$ cat src/rtl/elevator_ctrl.sv
// Elevator car controller: latches floor calls, moves one floor per TRAVEL_TICKS, holds the door for DOOR_TICKS.
// Optional emergency stop input guarded by `ifdef ELEV_ESTOP_EN.
module elevator_ctrl #(
    parameter int N_FLOORS     = 4,
    parameter int TRAVEL_TICKS = 8,
    parameter int DOOR_TICKS   = 16
) (
    input  logic                CLK,
    input  logic                RST_N,
    input  logic [N_FLOORS-1:0] CALL,
`ifdef ELEV_ESTOP_EN
    input  logic                STOP,
`endif
    output logic [1:0]          FLOOR,
    output logic [N_FLOORS-1:0] PENDING,
    output logic                DOOR_OPEN,
    output logic                Q1,
    output logic                Q0
);

    localparam int MAX_TICKS = (TRAVEL_TICKS > DOOR_TICKS) ? TRAVEL_TICKS : DOOR_TICKS;
    localparam int CW = $clog2(MAX_TICKS) + 1;
    localparam logic [CW-1:0] T_LAST = CW'(TRAVEL_TICKS - 1);
    localparam logic [CW-1:0] D_LAST = CW'(DOOR_TICKS - 1);

    // Encodings double as the {Q1,Q0} status code.
    typedef enum logic [1:0] {
        S_IDLE = 2'b00,
        S_UP   = 2'b01,
        S_DOWN = 2'b10,
        S_DOOR = 2'b11
    } state_t;

    state_t              state_q, state_d;
    logic [1:0]          floor_q, floor_d;
    logic [N_FLOORS-1:0] pending_q, pending_d;
    logic                dir_up_q, dir_up_d;
    logic [CW-1:0]       tcnt_q, tcnt_d;
    logic [CW-1:0]       dcnt_q, dcnt_d;
    logic                door_open_q, door_open_d;
    logic [1:0]          q_q, q_d;

    logic                stop_w;
    logic [N_FLOORS-1:0] latched;
    logic [N_FLOORS-1:0] clr;
    logic [1:0]          arr_floor;

`ifdef ELEV_ESTOP_EN
    assign stop_w = STOP;
`else
    assign stop_w = 1'b0;
`endif

    function automatic logic [N_FLOORS-1:0] onehot(input logic [1:0] f);
        logic [N_FLOORS-1:0] r;
        r = '0;
        for (int i = 0; i < N_FLOORS; i++) begin
            if (int'(f) == i) r[i] = 1'b1;
        end
        return r;
    endfunction

    function automatic logic any_above(input logic [N_FLOORS-1:0] p, input logic [1:0] f);
        logic r;
        r = 1'b0;
        for (int i = 0; i < N_FLOORS; i++) begin
            if (i > int'(f)) r = r | p[i];
        end
        return r;
    endfunction

    function automatic logic any_below(input logic [N_FLOORS-1:0] p, input logic [1:0] f);
        logic r;
        r = 1'b0;
        for (int i = 0; i < N_FLOORS; i++) begin
            if (i < int'(f)) r = r | p[i];
        end
        return r;
    endfunction

    always_comb begin
        state_d   = state_q;
        floor_d   = floor_q;
        dir_up_d  = dir_up_q;
        tcnt_d    = tcnt_q;
        dcnt_d    = dcnt_q;
        clr       = '0;
        arr_floor = floor_q;
        latched   = pending_q | CALL;

        if (!stop_w) begin
            case (state_q)
                S_IDLE: begin
                    tcnt_d = '0;
                    if ((pending_q & onehot(floor_q)) != '0) begin
                        state_d = S_DOOR;
                        dcnt_d  = '0;
                        clr     = onehot(floor_q);
                    end else if (dir_up_q && any_above(pending_q, floor_q)) begin
                        state_d = S_UP;
                    end else if (!dir_up_q && any_below(pending_q, floor_q)) begin
                        state_d = S_DOWN;
                    end else if (any_above(pending_q, floor_q)) begin
                        dir_up_d = 1'b1;
                        state_d  = S_UP;
                    end else if (any_below(pending_q, floor_q)) begin
                        dir_up_d = 1'b0;
                        state_d  = S_DOWN;
                    end
                end
                S_UP, S_DOWN: begin
                    if (tcnt_q == T_LAST) begin
                        tcnt_d    = '0;
                        arr_floor = (state_q == S_UP) ? 2'(floor_q + 2'd1) : 2'(floor_q - 2'd1);
                        floor_d   = arr_floor;
                        // Stop test sees this cycle's CALL so a late call still catches the car.
                        if ((latched & onehot(arr_floor)) != '0) begin
                            state_d = S_DOOR;
                            dcnt_d  = '0;
                            clr     = onehot(arr_floor);
                        end else if ((state_q == S_UP) ? any_above(latched, arr_floor)
                                                       : any_below(latched, arr_floor)) begin
                            state_d = state_q;
                        end else begin
                            state_d = S_IDLE;
                        end
                    end else begin
                        tcnt_d = tcnt_q + CW'(1);
                    end
                end
                S_DOOR: begin
                    if ((CALL & onehot(floor_q)) != '0) begin
                        dcnt_d = '0;
                        clr    = onehot(floor_q);
                    end else if (dcnt_q == D_LAST) begin
                        state_d = S_IDLE;
                        dcnt_d  = '0;
                    end else begin
                        dcnt_d = dcnt_q + CW'(1);
                    end
                end
                default: state_d = S_IDLE;
            endcase
        end

        pending_d   = latched & ~clr;
        door_open_d = (state_d == S_DOOR);
        q_d         = state_d;
    end

    always_ff @(posedge CLK or negedge RST_N) begin
        if (!RST_N) begin
            state_q     <= S_IDLE;
            floor_q     <= '0;
            pending_q   <= '0;
            dir_up_q    <= 1'b1;
            tcnt_q      <= '0;
            dcnt_q      <= '0;
            door_open_q <= 1'b0;
            q_q         <= 2'b00;
        end else begin
            state_q     <= state_d;
            floor_q     <= floor_d;
            pending_q   <= pending_d;
            dir_up_q    <= dir_up_d;
            tcnt_q      <= tcnt_d;
            dcnt_q      <= dcnt_d;
            door_open_q <= door_open_d;
            q_q         <= q_d;
        end
    end

    assign FLOOR     = floor_q;
    assign PENDING   = pending_q;
    assign DOOR_OPEN = door_open_q;
    assign Q1        = q_q[1];
    assign Q0        = q_q[0];

endmodule
$ cat config.mk
export PLATFORM = sky130hd
export DESIGN_NAME = elevator_ctrl
export DESIGN_NICKNAME = d
export VERILOG_FILES = /design/src/rtl/elevator_ctrl.sv
export SDC_FILE = /design/constraint.sdc
export NUM_CORES = 1
export LEC_CHECK = 0
export BUFFER_PORTS_ARGS = -buffer_cell sky130_fd_sc_hd__buf_2
export CORE_MARGIN = 2
export CORE_UTILIZATION = 58
export DETAILED_ROUTE_END_ITERATION = 10
export HOLD_SLACK_MARGIN = 0.08
export PLACE_DENSITY = 0.78
export SETUP_SLACK_MARGIN = 0.02
export SYNTH_ARGS = -nofsm -noshare
export SYNTH_HDL_FRONTEND = slang
export SYNTH_SLANG_ARGS = --single-unit
$ cat constraint.sdc
create_clock -name CLK -period 3.41 [get_ports CLK]
set_clock_uncertainty 0.1 [all_clocks]
set_input_delay 0.1705 -clock CLK [delete_from_list [all_inputs] [get_ports CLK]]
set_output_delay 0.1705 -clock CLK [all_outputs]
set_load 0.005 [all_outputs]
==> impl_metrics.tcl, run 1 <==
set metrics [dict create \
    outcome "finished, final reports clean" \
    dieArea_sq_um 2823 \
    p_leak_nw 0.6757 \
    pwr-share-comb_pct 57.4 \
    hp-class "input port to flop" \
    vias 1171 \
    io_pins 15 \
    syn_area_sq_um 1400 \
    htree_levels 1 \
    cts_made_buffers 3 \
    place_inst 183 \
    place_ws_ns 0.4735 \
    p_switching_uw 531.1 \
    worst_slew_pin_slew_ns 0.8400 \
    drv_slew 0 \
    crit_required_ns 3.51 \
    cap_viol_max_count 0 \
    hold_depth 3 \
    wl_um 2981 \
    io_buffers 14 \
    switching_share_pct 45.75 \
    final_nets 179 \
    synth-edff-count 0 \
    timing.final.ws_setup_ns 0.4280 \
    startpoint "FLOOR[0]" \
    path_max_fanout 11 \
    synth-async-reset-ratio_pct 100.0 \
    final_cell_mix "dfrtp_1, buf_2, ha_1, nand2_1" \
    syn_inst 145 \
    r2r-start "FLOOR[0]" \
    antenna_found_initial 0 \
    fillers 193 \
    r2r_slack_ns 0.43 \
    cts_resized 0 \
    rsz0062_at_grt "no" \
    fin_crit_sh_pct 87.45 \
    postSynthAreaPerCell_sq_um 9.656 \
    grt_pass1_vias 1146 \
    period_needed_ns 2.982 \
    drc 0 \
    overflow 0 \
    crit_arrival_ns 3.08 \
    clk_latency_ns 0.30 \
    area_growth_syn_to_layout_pct 8.490 \
    grtUsageTotal_pct 25.81 \
    finalHoldViolations 0 \
    cts-root-buf "clkbuf_4" \
    final_common_cell "dfrtp_1" \
    cts_tree "built" \
    viasPerCell 6.229 \
    intPower_uw 629.8 \
    final-seq-area_sq_um 501.7 \
    grt_pass1_wl_um 5347 \
    rr_endpoint "dcnt_q[0]" \
    start_util_pct 62.10 \
    synth.top_cell.area_share_pct 33.96 \
    core-area_sq_um 2255 \
    finalSetupViolCount 0 \
    startpoint_type "flop" \
    multi_input_area_sq_um 845.8 \
    drt_iter0_drc 29 \
    rows 17 \
    antennaDiodeCount 0 \
    final_cells 188 \
    synth.distinct_cells 49 \
    ys_ff_latch 20 \
    ir_worst_vdd_mv 0.4151 \
    crit_end "dcnt_q[0]" \
    yosysWarnings 0 \
    drive_gt1_share_pct 18.75 \
    seqPwrFrac_pct 32.3 \
    yosysSeqAreaShare_pct 35.84 \
    hpwl_um 2288 \
    pwr_density_cell_nw_per_um2 764.3 \
    die_h_um 53.13 \
    synth_area_leaders "dfrtp_1, ha_1, nand3_1, o21ai_0, nor3_1" \
    clock-sinks 20 \
    first_pass_iters 4 \
    max_freq_mhz 335.3 \
    grt_max_degree 21 \
    fp.dieW_um 53.13 \
    max-slew-margin-rel_pct 43.29 \
    drtAntennaViolNets 0 \
    endpoint_kind "flop" \
    gp_congestion 0.9563 \
    hold_slack_ns 0.1814 \
    avgRoutedWirePerCell_um 15.86 \
    clockPowerShare_pct 10.3 \
    hold_buffers 1 \
    cts_setup_buffers 0 \
    crit_type "flop to flop" \
    cts_buffer_depth 2 \
    syn-num-nets 163 \
    clk_pin_slew_ns 0.12 \
    synth.largest_area_cell "dfrtp_1" \
    synth_ff_type "dfrtp_1" \
    setup_tns_ns 0 \
    reg2reg_depth 7 \
]
## flip-flops by register name, indices dropped and copies added (netlist names)
register and count:
q_q 2, PENDING 4, dir_up_q 1, tcnt_q 5, dcnt_q 5, DOOR_OPEN 1
FLOOR 2
## cells in the mapped netlist, types with 2 or more instances
master and count:
a21o_1 3, nor2b_1 4, nand2_1 9, o21a_1 2
dfrtp_1 19, o32ai_1 2, nor3b_1 3, nor2_1 8
a22o_1 2, o41ai_2 2, inv_1 7, ha_1 12
xnor2_1 2, or3_1 2, a211oi_1 3, and3_2 2
a21oi_1 4, nand3_1 8, clkbuf_1 3, o311ai_0 2
o31ai_1 2, nor3_1 7, a22oi_1 4, o21ai_0 8
## power groups by stage
stage | logic, mW | clock network [mW] | registers, mW
2_1_floorplan | 0.508 | 0 | 0.360
3_3_place_gp | 0.632 | 0 | 0.374
3_5_place_dp | 0.657 | 0 | 0.379
4_1_cts | 0.663 | 0.123 | 0.373
5_1_grt | 0.756 | 0.134 | 0.386
6_report | 0.666 | 0.120 | 0.374
## per-layer routing
layer	vias up	wire length (um)	track usage (%)
li1	579	-	-
met1	550	1436	35.46
met2	34	1369	41.67
met3	8	123	3.107
met4	0	52	8.974
met5	-	0	0
## how the worst min path moves through the flow
stage               startpoint         end
floorplan                RST_N   DOOR_OPEN
global placement         RST_N   tcnt_q[3]
detailed placement       RST_N   tcnt_q[3]
CTS                    CALL[0]  PENDING[0]
global route           CALL[0]  PENDING[0]
finish                 CALL[0]  PENDING[0]
## logic make-up (layout without fill, tap and decap cells)
kind of cell | after synthesis | in the layout | synth area share [%]
flip-flops | 20 | 20 | 35.84
AO/OA/AOI/OAI | 43 | 43 | 23.59
AND/OR/NAND/NOR | 52 | 52 | 20.64
multiplexers | 4 | 4 | 4.200
buffers and inverters | 12 | 27 | 3.753
XOR/XNOR | 2 | 2 | 1.251
adder cells (fa/ha/maj) | 12 | 12 | 10.72
## per-stage QoR
step                utilization [%]  power [mW]  area, sq um
floorplan                         -      0.8687         1400
global placement              65.76       1.006         1483
detailed placement            65.76       1.036         1483
CTS                           67.37       1.159         1519
global route                  67.37       1.276         1519
finish                        67.37       1.161         1519
## area by class of cell
class / instances / area share (%)
clock buffer: 4 / 1.730
inverter: 8 / 1.977
multi-input combinational: 113 / 55.68
sequential: 20 / 33.03
tap: 28 / 2.306
timing repair buffer: 15 / 5.272
## critical path: stages, from the launching register on
cell and delay, ns:
dfrtp_1 0.59, inv_2 0.14, ha_1 0.39, xnor2_1 0.45
mux4_2 0.40, o21a_1 0.23, or2_4 0.27, mux2_4 0.30
Power figures use the tool's default switching activity.
==> run 2: changes to the inputs <==
--- a/config.mk
+++ b/config.mk
@@ -7,10 +7,10 @@
 export LEC_CHECK = 0
 export BUFFER_PORTS_ARGS = -buffer_cell sky130_fd_sc_hd__buf_2
 export CORE_MARGIN = 2
-export CORE_UTILIZATION = 58
+export CORE_UTILIZATION = 60
 export DETAILED_ROUTE_END_ITERATION = 10
 export HOLD_SLACK_MARGIN = 0.08
-export PLACE_DENSITY = 0.78
+export PLACE_DENSITY = 0.8
 export SETUP_SLACK_MARGIN = 0.02
 export SYNTH_ARGS = -nofsm -noshare
 export SYNTH_HDL_FRONTEND = slang
==> constraint.sdc (replaced) <==
create_clock -name CLK -period 3.6 [get_ports CLK]
set_clock_uncertainty 0.1 [all_clocks]
set_input_delay 0.18 -clock CLK [delete_from_list [all_inputs] [get_ports CLK]]
set_output_delay 0.18 -clock CLK [all_outputs]
set_load 0.005 [all_outputs]
==> run 2 against run 1 <==
  * Via count rose by 3.9%
  * Worst setup slack improved by 0.11 ns
  * Flip-flop and latch count did not move
  * Sequential power fell by 4%
  * Die area fell by 3.1%
  * Total power rose by 1.9%
  * Hold slack got worse by 0.0036 ns
==> impl_metrics.tcl, run 2 (synthesis gave the netlist of run 1 again) <==
set metrics [dict create \
    outcome "finished, final reports clean" \
    cts-root-buf "clkbuf_4" \
    pwr_density_cell_nw_per_um2 765.7 \
    grt_max_degree 21 \
    clock-sinks 20 \
    grt_pass1_vias 1213 \
    fin_crit_sh_pct 84.92 \
    cts_resized 0 \
    finalHoldViolations 0 \
    max_freq_mhz 327.1 \
    drc 0 \
    gp_congestion 0.9072 \
    wl_um 3221 \
    cap_viol_max_count 0 \
    rows 17 \
    avgRoutedWirePerCell_um 17.13 \
    endpoint_kind "flop" \
    drv_slew 0 \
    antenna_found_initial 0 \
    drt_iter0_drc 45 \
    hold_slack_ns 0.1778 \
    final_common_cell "dfrtp_1" \
    final_nets 179 \
    setup_tns_ns 0 \
    die_h_um 52.31 \
    switching_share_pct 43.78 \
    reg2reg_depth 7 \
    clockPowerShare_pct 15.6 \
    hold_depth 3 \
    path_max_fanout 11 \
    cts_tree "built" \
    htree_levels 1 \
    core-area_sq_um 2212 \
    cts_made_buffers 3 \
    cts_buffer_depth 2 \
    rsz0062_at_grt "no" \
    io_buffers 14 \
    grt_pass1_wl_um 5554 \
    seqPwrFrac_pct 30.2 \
    vias 1217 \
    cts_setup_buffers 0 \
    hpwl_um 2356 \
    viasPerCell 6.473 \
    p_switching_uw 518.0 \
    intPower_uw 665.2 \
    final-seq-area_sq_um 501.7 \
    first_pass_iters 4 \
    worst_slew_pin_slew_ns 0.7637 \
    pwr-share-comb_pct 54.1 \
    holdPathEnd "PENDING[3]" \
    finalSetupViolCount 0 \
    multi_input_area_sq_um 845.8 \
    hp-class "input port to flop" \
    fillers 182 \
    ir_worst_vdd_mv 0.4813 \
    critical_path.max_stage_delay_ns 0.60 \
    area_growth_syn_to_layout_pct 10.37 \
    period_needed_ns 3.057 \
    crit_arrival_ns 3.17 \
    crit_type "flop to flop" \
    final_cell_mix "dfrtp_1, buf_2, ha_1, nand2_1" \
    dieArea_sq_um 2736 \
    startpoint_type "flop" \
    grtUsageTotal_pct 27.93 \
    min-delay-start "CALL[3]" \
    r2r_slack_ns 0.54 \
    fp.dieW_um 52.31 \
    drive_gt1_share_pct 19.38 \
    crit_required_ns 3.71 \
    hold_buffers 1 \
    max-slew-margin-rel_pct 48.44 \
    start_util_pct 63.29 \
    worst_path_max_delay_cell "dfrtp_1" \
    rr_endpoint "dcnt_q[3]" \
    r2r-start "FLOOR[0]" \
    clk_pin_slew_ns 0.12 \
    antennaDiodeCount 0 \
    clk_latency_ns 0.31 \
    drtAntennaViolNets 0 \
    p_leak_nw 0.6887 \
    overflow 0 \
    path_cells "inv_2 > ha_1 > xnor2_1 > mux4_2 > o21a_1 > or2_4 > o41ai_2" \
    io_pins 15 \
]
## run 2: changes by cell type in the layout (fill, tap and decap cells not counted), sizes merged
cell and change:
bufinv +1, clkbuf -1
## run 2: stage by stage
stage | area, sq um | util (%) | total power, mW | instances | worst slack, ns
floorplan | 1400 | - | 0.8229 | 145 | 0.9605
global placement | 1483 | 67.02 | 0.9575 | 183 | 0.7371
detailed placement | 1483 | 67.02 | 0.9857 | 183 | 0.5935
CTS | 1545 | 69.85 | 1.183 | 188 | 0.5353
global route | 1545 | 69.85 | 1.277 | 188 | 0.3650
finish | 1545 | 69.85 | 1.183 | 188 | 0.5428
## run 2: worst max-delay path by stage
stage	start	endpoint	slack (ns)
after floorplan	FLOOR[0]	dcnt_q[0]	0.96
after global placement	FLOOR[0]	dcnt_q[0]	0.74
after detailed placement	FLOOR[0]	dcnt_q[3]	0.59
after CTS	FLOOR[0]	dcnt_q[3]	0.54
after global routing	FLOOR[0]	dcnt_q[3]	0.37
final	FLOOR[0]	dcnt_q[3]	0.54
## run 2: layout make-up
class | instances | share of cell area, %
Inverter | 8 | 1.943
Sequential cell | 20 | 32.47
Tap cell | 28 | 2.267
Timing Repair Buffer | 15 | 5.182
Multi-Input combinational cell | 113 | 54.74
Clock buffer | 3 | 1.457
Clock inverter | 1 | 1.943
## run 2: power groups by stage
stage | clock network (mW) | registers, mW | logic, mW
finish | 0.185 | 0.358 | 0.641
global route | 0.196 | 0.365 | 0.716
CTS | 0.190 | 0.357 | 0.636
detailed placement | 0 | 0.361 | 0.625
global placement | 0 | 0.357 | 0.601
floorplan | 0 | 0.341 | 0.482
## run 2: per-layer routing
layer,track usage [%],part of all wire (%),up-vias
li1,-,-,585
met1,35.33,44,563
met2,46.46,48,58
met3,4.000,5.2,11
met4,13.25,2.8,0
met5,0,0,-
## run 2: worst max-delay path: cells and delay by family (launching register included)
kind	cells	cell delay (ns)
flops	1	0.60
fa+ha+maj	1	0.40
xor+xnor	1	0.45
simple gates	1	0.28
mux	1	0.40
compound gates	2	0.58
buf+inv	1	0.15
